[src/rtl/perceptron_pkg.sv]
`default_nettype none
// +----------------------------------------------------------------------+
// | Module      : perceptron_pkg                                          |
// | Description : Shared types and helpers for the N-input perceptron:   |
// |               activation-mode enum, FSM state enum and a signed      |
// |               saturating add.                                         |
// | Revision    : 1.0  initial release                                    |
// +----------------------------------------------------------------------+
package perceptron_pkg;

  typedef enum logic [1:0] {
    MODE_STEP  = 2'd0,
    MODE_RELU  = 2'd1,
    MODE_SIGN  = 2'd2,
    MODE_IDENT = 2'd3
  } mode_t;

  typedef enum logic [1:0] {
    S_IDLE = 2'd0,
    S_ACC  = 2'd1,
    S_ACT  = 2'd2
  } state_t;

  // Result of a saturating add: clipped sum plus a flag that clipping happened.
  typedef struct packed {
    logic               clip;
    logic signed [63:0] sum;
  } sat_res_t;

  // Adds two sign-extended operands and clips the result into the signed
  // range of a 'width'-bit register. Operands must already fit in 'width' bits,
  // so the 64-bit intermediate sum can never overflow for width <= 62.
  function automatic sat_res_t sat_add(input logic signed [63:0] a,
                                       input logic signed [63:0] b,
                                       input int unsigned        width);
    sat_res_t           res;
    logic signed [63:0] s;
    logic signed [63:0] hi;
    logic signed [63:0] lo;
    s        = a + b;
    hi       = (64'sd1 <<< (width - 1)) - 64'sd1;
    lo       = -(64'sd1 <<< (width - 1));
    res.clip = 1'b0;
    res.sum  = s;
    if (s > hi) begin
      res.sum  = hi;
      res.clip = 1'b1;
    end else if (s < lo) begin
      res.sum  = lo;
      res.clip = 1'b1;
    end
    return res;
  endfunction

endpackage
`default_nettype wire

[src/rtl/perceptron_mac_unit.sv]
`default_nettype none
// +----------------------------------------------------------------------+
// | Module      : perceptron_mac_unit                                     |
// | Description : Combinational multiply-accumulate step. Forms the full  |
// |               2*BW signed product, sign-extends it to ACCW and adds   |
// |               it to the running accumulator. With PERCEPTRON_SAT_EN   |
// |               defined the add saturates and reports clipping;         |
// |               otherwise it wraps and clip is always 0.                |
// | Revision    : 1.0  initial release                                    |
// +----------------------------------------------------------------------+
module perceptron_mac_unit
  import perceptron_pkg::*;
#(
  parameter int BW   = 8,
  parameter int ACCW = 24
) (
  input  logic signed [BW-1:0]   w,
  input  logic signed [BW-1:0]   x,
  input  logic signed [ACCW-1:0] acc_in,
  output logic signed [ACCW-1:0] acc_next,
  output logic                   clip
);

  logic signed [2*BW-1:0] prod;
  logic signed [ACCW-1:0] prod_ext;

  // Full-precision signed product, then sign extension into the accumulator width.
  assign prod     = w * x;
  assign prod_ext = ACCW'(prod);

`ifdef PERCEPTRON_SAT_EN
  sat_res_t sat;

  // Saturating add: clip into the representable accumulator range.
  always_comb begin
    sat      = sat_add(64'(acc_in), 64'(prod_ext), ACCW);
    acc_next = ACCW'(sat.sum);
    clip     = sat.clip;
  end
`else
  // Wrap-around add modulo 2^ACCW; never reports clipping.
  always_comb begin
    acc_next = acc_in + prod_ext;
    clip     = 1'b0;
  end
`endif

endmodule
`default_nettype wire

[src/rtl/perceptron_n.sv]
`default_nettype none
// +----------------------------------------------------------------------+
// | Module      : perceptron_n                                            |
// | Description : N-input perceptron. Weight/input banks and bias are     |
// |               loaded through a write port while idle; start runs N    |
// |               multiply-accumulate cycles followed by one activation   |
// |               cycle, then pulses done. Build macro PERCEPTRON_SAT_EN  |
// |               selects saturating accumulation and enables ovf;        |
// |               without it the accumulator wraps and ovf stays 0.       |
// | Revision    : 1.0  initial release                                    |
// +----------------------------------------------------------------------+
module perceptron_n
  import perceptron_pkg::*;
#(
  parameter int N    = 8,
  parameter int BW   = 8,
  parameter int ACCW = 24,
  parameter int AW   = (N > 1) ? $clog2(N) : 1
) (
  input  logic                   clk,
  input  logic                   rst,
  input  logic                   wr_en,
  input  logic                   wr_sel,
  input  logic [AW-1:0]          wr_addr,
  input  logic [BW-1:0]          wr_data,
  input  logic                   bias_we,
  input  logic [ACCW-1:0]        bias_in,
  input  logic [1:0]             mode,
  input  logic                   start,
  output logic                   busy,
  output logic                   done,
  output logic                   fire,
  output logic [ACCW-1:0]        act_out,
  output logic                   ovf
);

  state_t                 state;
  state_t                 next_state;
  mode_t                  mode_q;
  logic signed [BW-1:0]   w_bank [N];
  logic signed [BW-1:0]   x_bank [N];
  logic signed [ACCW-1:0] bias_q;
  logic signed [ACCW-1:0] acc;
  logic signed [ACCW-1:0] acc_next;
  logic [AW-1:0]          idx;
  logic                   idx_last;
  logic                   clip;
  logic                   acc_load;
  logic                   acc_step;
  logic                   act_en;
  logic                   wr_ok;
  logic                   acc_nonneg;
  logic [ACCW-1:0]        act_val;

  assign busy     = (state != S_IDLE);
  assign idx_last = (idx == AW'(N - 1));
  // Writes are only accepted while idle and for in-range addresses.
  assign wr_ok    = wr_en && !busy && ({1'b0, wr_addr} < (AW + 1)'(N));

  perceptron_mac_unit #(
    .BW   (BW),
    .ACCW (ACCW)
  ) u_mac (
    .w        (w_bank[idx]),
    .x        (x_bank[idx]),
    .acc_in   (acc),
    .acc_next (acc_next),
    .clip     (clip)
  );

  // State register.
  always_ff @(posedge clk) begin
    if (rst) state <= S_IDLE;
    else     state <= next_state;
  end

  // Next-state logic and per-state datapath strobes.
  always_comb begin
    next_state = state;
    acc_load   = 1'b0;
    acc_step   = 1'b0;
    act_en     = 1'b0;
    unique case (state)
      S_IDLE: begin
        if (start) begin
          acc_load   = 1'b1;
          next_state = S_ACC;
        end
      end
      S_ACC: begin
        acc_step = 1'b1;
        if (idx_last) next_state = S_ACT;
      end
      S_ACT: begin
        act_en     = 1'b1;
        next_state = S_IDLE;
      end
      default: next_state = S_IDLE;
    endcase
  end

  // Activation function applied to the final sum, selected by the latched mode.
  always_comb begin
    acc_nonneg = ~acc[ACCW-1];
    act_val    = '0;
    unique case (mode_q)
      MODE_STEP:  act_val = {{(ACCW-1){1'b0}}, acc_nonneg};
      MODE_RELU:  act_val = acc_nonneg ? acc : '0;
      MODE_SIGN:  act_val = acc_nonneg ? ACCW'(1) : '1;
      MODE_IDENT: act_val = acc;
      default:    act_val = '0;
    endcase
  end

  // Weight and input register banks.
  always_ff @(posedge clk) begin
    if (rst) begin
      for (int k = 0; k < N; k++) begin
        w_bank[k] <= '0;
        x_bank[k] <= '0;
      end
    end else if (wr_ok) begin
      if (wr_sel) x_bank[wr_addr] <= wr_data;
      else        w_bank[wr_addr] <= wr_data;
    end
  end

  // Bias register; a write on the start edge lands after acc has taken the old value.
  always_ff @(posedge clk) begin
    if (rst)                  bias_q <= '0;
    else if (bias_we && !busy) bias_q <= bias_in;
  end

  // Accumulator, index, mode latch, overflow flag and result registers.
  always_ff @(posedge clk) begin
    if (rst) begin
      acc     <= '0;
      idx     <= '0;
      mode_q  <= MODE_STEP;
      ovf     <= 1'b0;
      fire    <= 1'b0;
      act_out <= '0;
      done    <= 1'b0;
    end else begin
      done <= act_en;
      if (acc_load) begin
        acc    <= bias_q;
        idx    <= '0;
        mode_q <= mode_t'(mode);
        ovf    <= 1'b0;
      end
      if (acc_step) begin
        acc <= acc_next;
        idx <= idx + AW'(1);
        if (clip) ovf <= 1'b1;
      end
      if (act_en) begin
        fire    <= acc_nonneg;
        act_out <= act_val;
      end
    end
  end

endmodule
`default_nettype wire

[config.mk]
export PLATFORM = sky130hd
export DESIGN_NAME = perceptron_n
export DESIGN_NICKNAME = d
export VERILOG_FILES = /design/src/rtl/perceptron_pkg.sv /design/src/rtl/perceptron_mac_unit.sv /design/src/rtl/perceptron_n.sv
export SDC_FILE = /design/constraint.sdc
export NUM_CORES = 1
export LEC_CHECK = 0
export BUFFER_PORTS_ARGS = -buffer_cell sky130_fd_sc_hd__buf_2
export CAP_MARGIN = 20
export CORE_MARGIN = 2
export CORE_UTILIZATION = 60
export CTS_CLUSTER_SIZE = 24
export DETAILED_ROUTE_END_ITERATION = 16
export GPL_TIMING_DRIVEN = 1
export PLACE_DENSITY = 0.84
export SYNTH_ARGS = -nofsm -noshare
export SYNTH_HDL_FRONTEND = slang
export SYNTH_SLANG_ARGS = --single-unit
[constraint.sdc]
create_clock -name clk -period 7.75 [get_ports clk]
set_input_delay 1.55 -clock clk [delete_from_list [all_inputs] [get_ports clk]]
set_output_delay 1.55 -clock clk [all_outputs]
set_load 0.005 [all_outputs]
# Word level (Yosys, flattened, before mapping)
# Memory sizes are Yosys's and may differ from the RTL's. A register that Yosys moved wholly into a read port is not among the register bits.
# Index checks and enable logic that the tools add are counted.
# totals
output_inout_bits,28
input_bits,43
ram_bits,128
ff_bits,81
memories,2
# classes
bitwise,1
n_addsub,2
reduce_logical,10
n_mux,34
n_eq_ne,8
n_mul,1
# memory_table
name,depth,width,rd,rd_ports_with_merged_regs,write_ports,line,source
w_bank,8,8,1,1,8,perceptron_n.sv:40,logic signed [BW-1:0] w_bank [N];
x_bank,8,8,1,1,8,perceptron_n.sv:41,logic signed [BW-1:0] x_bank [N];
# op_table
operator,n
24-bit case mux with 4 select lines,1
24-bit 2-to-1 mux,3
24-bit by 16-bit adder with 24-bit output,1
3-bit 2-to-1 mux,8
23-bit 2-to-1 mux,1
8-bit by 8-bit multiplier with 16-bit output,1
1-bit 2-to-1 mux,16
8-bit 2-to-1 mux,2
8-bit OR reduction,2
"2-bit equality test, second input constant",3
"2-bit by 1-bit equality test with 1-bit output, second input constant",2
2-bit zero test,2
2-bit 2-to-1 mux,2
"2-bit != test, second input constant",2
2-bit case mux with 2 select lines,1
2-bit nonzero test,2
"3-bit by 1-bit adder with 3-bit output, second input constant",1
"3-bit equality test, second input constant",1
1-bit logical AND,2
2-bit AND reduction,1
1-bit zero test,1
1-bit NOT,1

# Depth between registers and ports, before layout
# logic_depth
ltp_word,8
depth_mapped,23
ltp_nobuf,20

# Cells and area by module
# A second synthesis with hierarchy kept.
# unflattened
cells_unflattened,1220
hier_area_um2,13302.8
# modules_own_cells
mod,n_inst,cells_per_inst,area_each_um2
perceptron_n,1,818,9230.1
perceptron_mac_unit,1,402,4072.7

# Worst setup path after synthesis
# No wires, ideal clock.
# synth_timing
kind,register -> register
start,reg (tool-made name)
end,reg acc[13]
synth_period_minus_slack_ps,6717
n_path_buf,2
t_arrival_ps,6590
stages_incl_launch_ff,22
slack_ps,1033
setup_time_ps,127
required_ps,7623
cell_sequence,dfxtp_1 buf_2 buf_2 mux4_2 mux2_2 inv_1 nor2_1 inv_1 fa_1 inv_1 fa_1 fa_1 fa_1 fa_1 ha_1 o21ai_0 o21ai_1 a21o_1 a21o_1 a31oi_1 nor4_1 or3_1
# synth_lines
element,line,source
to (signal assigned),perceptron_n.sv:147,acc <= bias_q;
to (signal assigned),perceptron_n.sv:153,acc <= acc_next;
to (decl),perceptron_n.sv:43,logic signed [ACCW-1:0] acc;

==> results.sh <==
export IMPL_first_global_vias=9260
export IMPL_portBuffers=69
export IMPL_yosysTopAreaCellShare_pct=29.3
export IMPL_drtAntennaViolNets=0
export IMPL_holdPathEnd="act_out[13]"
export IMPL_ys_seq_area_share_pct=42.1
export IMPL_diodes=0
export IMPL_synthArstFlopShare_pct=0
export IMPL_start_util_pct=60.7
export IMPL_yosysMostFrequentCell="and2_1"
export IMPL_grt_max_degree=81
export IMPL_die_area_sq_um=23100
export IMPL_wl_met2_microns=14800
export IMPL_pwr_share_seq_pct=32.0
export IMPL_cp_common_cell="fa_1"
export IMPL_hold_buffers=0
export IMPL_synth_top_area_cell="edfxtp_1"
export IMPL_cts_resized=0
export IMPL_period_share_pct=87.3
export IMPL_wl_microns=30000
export IMPL_routedWlPerCell_microns=19.7
export IMPL_grt_first_pass_wirelength_microns=48600
export IMPL_wl_met3_microns=2120
export IMPL_core_sq_um=21600
export IMPL_pwr_share_clk_pct=25.7
export IMPL_synth_main_ff_cell="edfxtp_1"
export IMPL_cts_tree="yes"
export IMPL_drtIter0Drc=860
export IMPL_start_kind="flop"
export IMPL_p_sw_uw=1540
export IMPL_routed_top_layer="met4"
export IMPL_dpl_hpwl_microns=21700
export IMPL_viasPerCell=5.88
export IMPL_critPathMaxStageDelay_ns=0.68
export IMPL_drc=0
export IMPL_worst_pin_slew_ns=0.947
export IMPL_power_density_nw_per_um2=286
export IMPL_setup_violations=0
export IMPL_place_gp_congestion=0.929
export IMPL_met1_length_microns=12400
export IMPL_cp_depth=18
export IMPL_synth_distinct_cells=58
export IMPL_hold_start="act_out[13]"
export IMPL_h_tree_depth=1
export IMPL_rsz0062_at_grt="no"
export IMPL_dpl_cell_area_sq_um=13700
export IMPL_avgSynthCellArea_sq_um=11.2
export IMPL_cts_sinks=212
export IMPL_status="completed"
export IMPL_maxSlewViolCount=0
export IMPL_path_clk_slew_ns=0.06
export IMPL_yosys_warnings=0
export IMPL_die_w_microns=152
export IMPL_critPathSlowestCell="mux2i_1"
export IMPL_hold_viol=0
export IMPL_cts_made_buffers=23
export IMPL_synth_nets=1376
export IMPL_cp_num_buf_inv=2
export IMPL_p_sw_share_pct=37.2
export IMPL_r2r_cells=18
export IMPL_rows=54
export IMPL_cp_max_fo=13
export IMPL_end_kind="flop"
export IMPL_root_buffer="clkbuf_16"
export IMPL_comb_power_share_pct=42.4
export IMPL_cp_top_family="adder cells"
export IMPL_vdd_drop_max_v=0.000210
export IMPL_ys_top_cells_by_area="edfxtp_1, fa_1, dfxtp_1, and2_1, mux4_2"
export IMPL_io_pins=71
export IMPL_vias=8984
export IMPL_cts_buffer_depth=3
export IMPL_synth_seq_cells=212
export IMPL_intPower_uw=2600
export IMPL_drive_gt1_share_pct=15.6
export IMPL_synth_common_cells="and2_1, edfxtp_1, nand2_1"
export IMPL_pre_cts_ws_ns=1.07
export IMPL_syn_area_sq_um=13100
export IMPL_holdPathStages=2
export IMPL_finalNetCount=1434
export IMPL_overflow=0
export IMPL_finalClockSkew_ns=0.0228
export IMPL_cp_data_arrival_time_ns=7.16
export IMPL_firstDrtPassIters=5
export IMPL_synth_edf_count=128
export IMPL_slew_headroom_pct=36.4
export IMPL_grtUsageTotal_pct=26.3
export IMPL_syn2layout_area_growth_pct=10.1
export IMPL_reg2reg_to="acc[23]"
export IMPL_drv_cap=0
export IMPL_period_needed_ns=6.76
export IMPL_clkLatencyLatePin_ns=0.53
export IMPL_die_h_microns=152
export IMPL_ff2ff_setup_slack_ns=0.99
export IMPL_fin_tns_setup_ns=0
export IMPL_finalInstanceArea_sq_um=14500
export IMPL_crit_type="flop to flop"
export IMPL_antenna_found_initial=0
export IMPL_post_cts_buffers=0
export IMPL_max_freq_mhz=148
export IMPL_hold_class="flop to flop"
export IMPL_syn_inst=1173
export IMPL_worst_slack_ns=0.988
export IMPL_cp_data_required_time_ns=8.15
export IMPL_power_leakage_uw=0.00622
export IMPL_crit_chain="mux4_2 > mux2i_1 > nor2_1 > inv_1 > fa_1 > fa_1 > inv_1 > fa_1 > fa_1 > ha_1 > ha_1 > a41o_1 > a21o_1 > a21o_1 > a2111o_1 > a21oi_2 > or3_1 > a31oi_1"
## final cells by class
| class | instances | area (sq um) |
|---|---|---|
| Multi-Input combinational cell | 807 | 6990 |
| Fill cell | 1563 | 7170 |
| Clock buffer | 27 | 611 |
| Inverter | 101 | 379 |
| Tap cell | 280 | 350 |
| Clock inverter | 14 | 120 |
| Sequential cell | 212 | 5530 |
| Timing Repair Buffer | 86 | 480 |
## cell families (layout without fill, tap and decap cells)
family	after synthesis	after routing	share of synthesized area, %
flip-flops	212	212	42.1
adder cells (fa/ha/maj)	160	160	21.2
AND/OR/NAND/NOR	408	408	15.8
buffers and inverters	154	228	4.75
AO/OA/AOI/OAI	165	165	7.58
XOR/XNOR	21	21	1.40
multiplexers	52	52	7.19
other	1	1	0.0286
## cells in the final DEF (no fill, tap or decap), types with 3 or more instances in the layout
cell type,count
nor2_1,71
ha_1,56
o21ai_0,27
xnor2_1,15
clkinv_2,3
and2_1,132
mux4_2,32
clkbuf_16,23
nor2b_1,12
mux2i_2,5
dfxtp_1,83
buf_2,69
a31oi_1,7
o21bai_1,3
nand3_1,5
and3_1,3
clkinv_1,5
nand2_1,124
inv_1,101
or2_2,21
xor2_1,6
nor3_1,7
mux2_2,4
mux2i_1,11
a21o_1,14
edfxtp_1,128
a21oi_1,78
a22oi_1,6
a31o_2,4
buf_4,16
a311oi_1,8
fa_1,104
nand2b_1,18
nand4_1,3
## per-stage QoR
stage	total power, uW	hold slack (ns)	utilization (%)	cells
finish	4130	0.450	66.8	1527
floorplan	2640	0.436	-	1173
CTS	4120	0.450	66.8	1526
detailed placement	3040	0.441	63.4	1485
global placement	2990	0.437	63.4	1485
global route	4400	0.472	66.8	1527
## worst reg2reg max path, cell delays in order, from the launching register on
cell	delay (ns)
dfxtp_2	0.60
mux4_2	0.57
mux2i_1	0.68
nor2_1	0.16
inv_1	0.12
fa_1	0.55
fa_1	0.66
inv_1	0.20
fa_1	0.56
fa_1	0.44
ha_1	0.29
ha_1	0.39
a41o_1	0.25
a21o_1	0.16
a21o_1	0.20
a2111o_1	0.43
a21oi_2	0.16
or3_1	0.14
a31oi_1	0.07
## state kept, by name, summed over array words and instances (netlist names), named ones only
name     count
done         1
acc         24
x_bank      64
bias_q      24
w_bank      64
fire         1
act_out     24
mode_q       2
state        2
idx          3
## worst max path at each step
stage | from | slack [ns] | end
floorplan | flop | 1.03 | acc[13]
global route | flop | 0.63 | acc[23]
global placement | flop | 1.31 | acc[21]
detailed placement | flop | 1.07 | acc[20]
CTS | flop | 0.99 | acc[20]
finish | flop | 0.99 | acc[23]
## power by group through the flow
stage	Clock, uW	Combinational, uW	Sequential (uW)
after floorplan	0	1320	1310
after global placement	0	1640	1340
after detailed placement	0	1700	1340
after CTS	1070	1730	1320
after global routing	1110	1960	1330
final	1060	1750	1320
## per-layer routing
layer  GRT usage, %  vias up
li1               -     4083
met1           36.0     4499
met2           43.8      343
met3           4.59       59
met4           7.52        0
met5              0        -
Power figures use the tool's default switching activity.
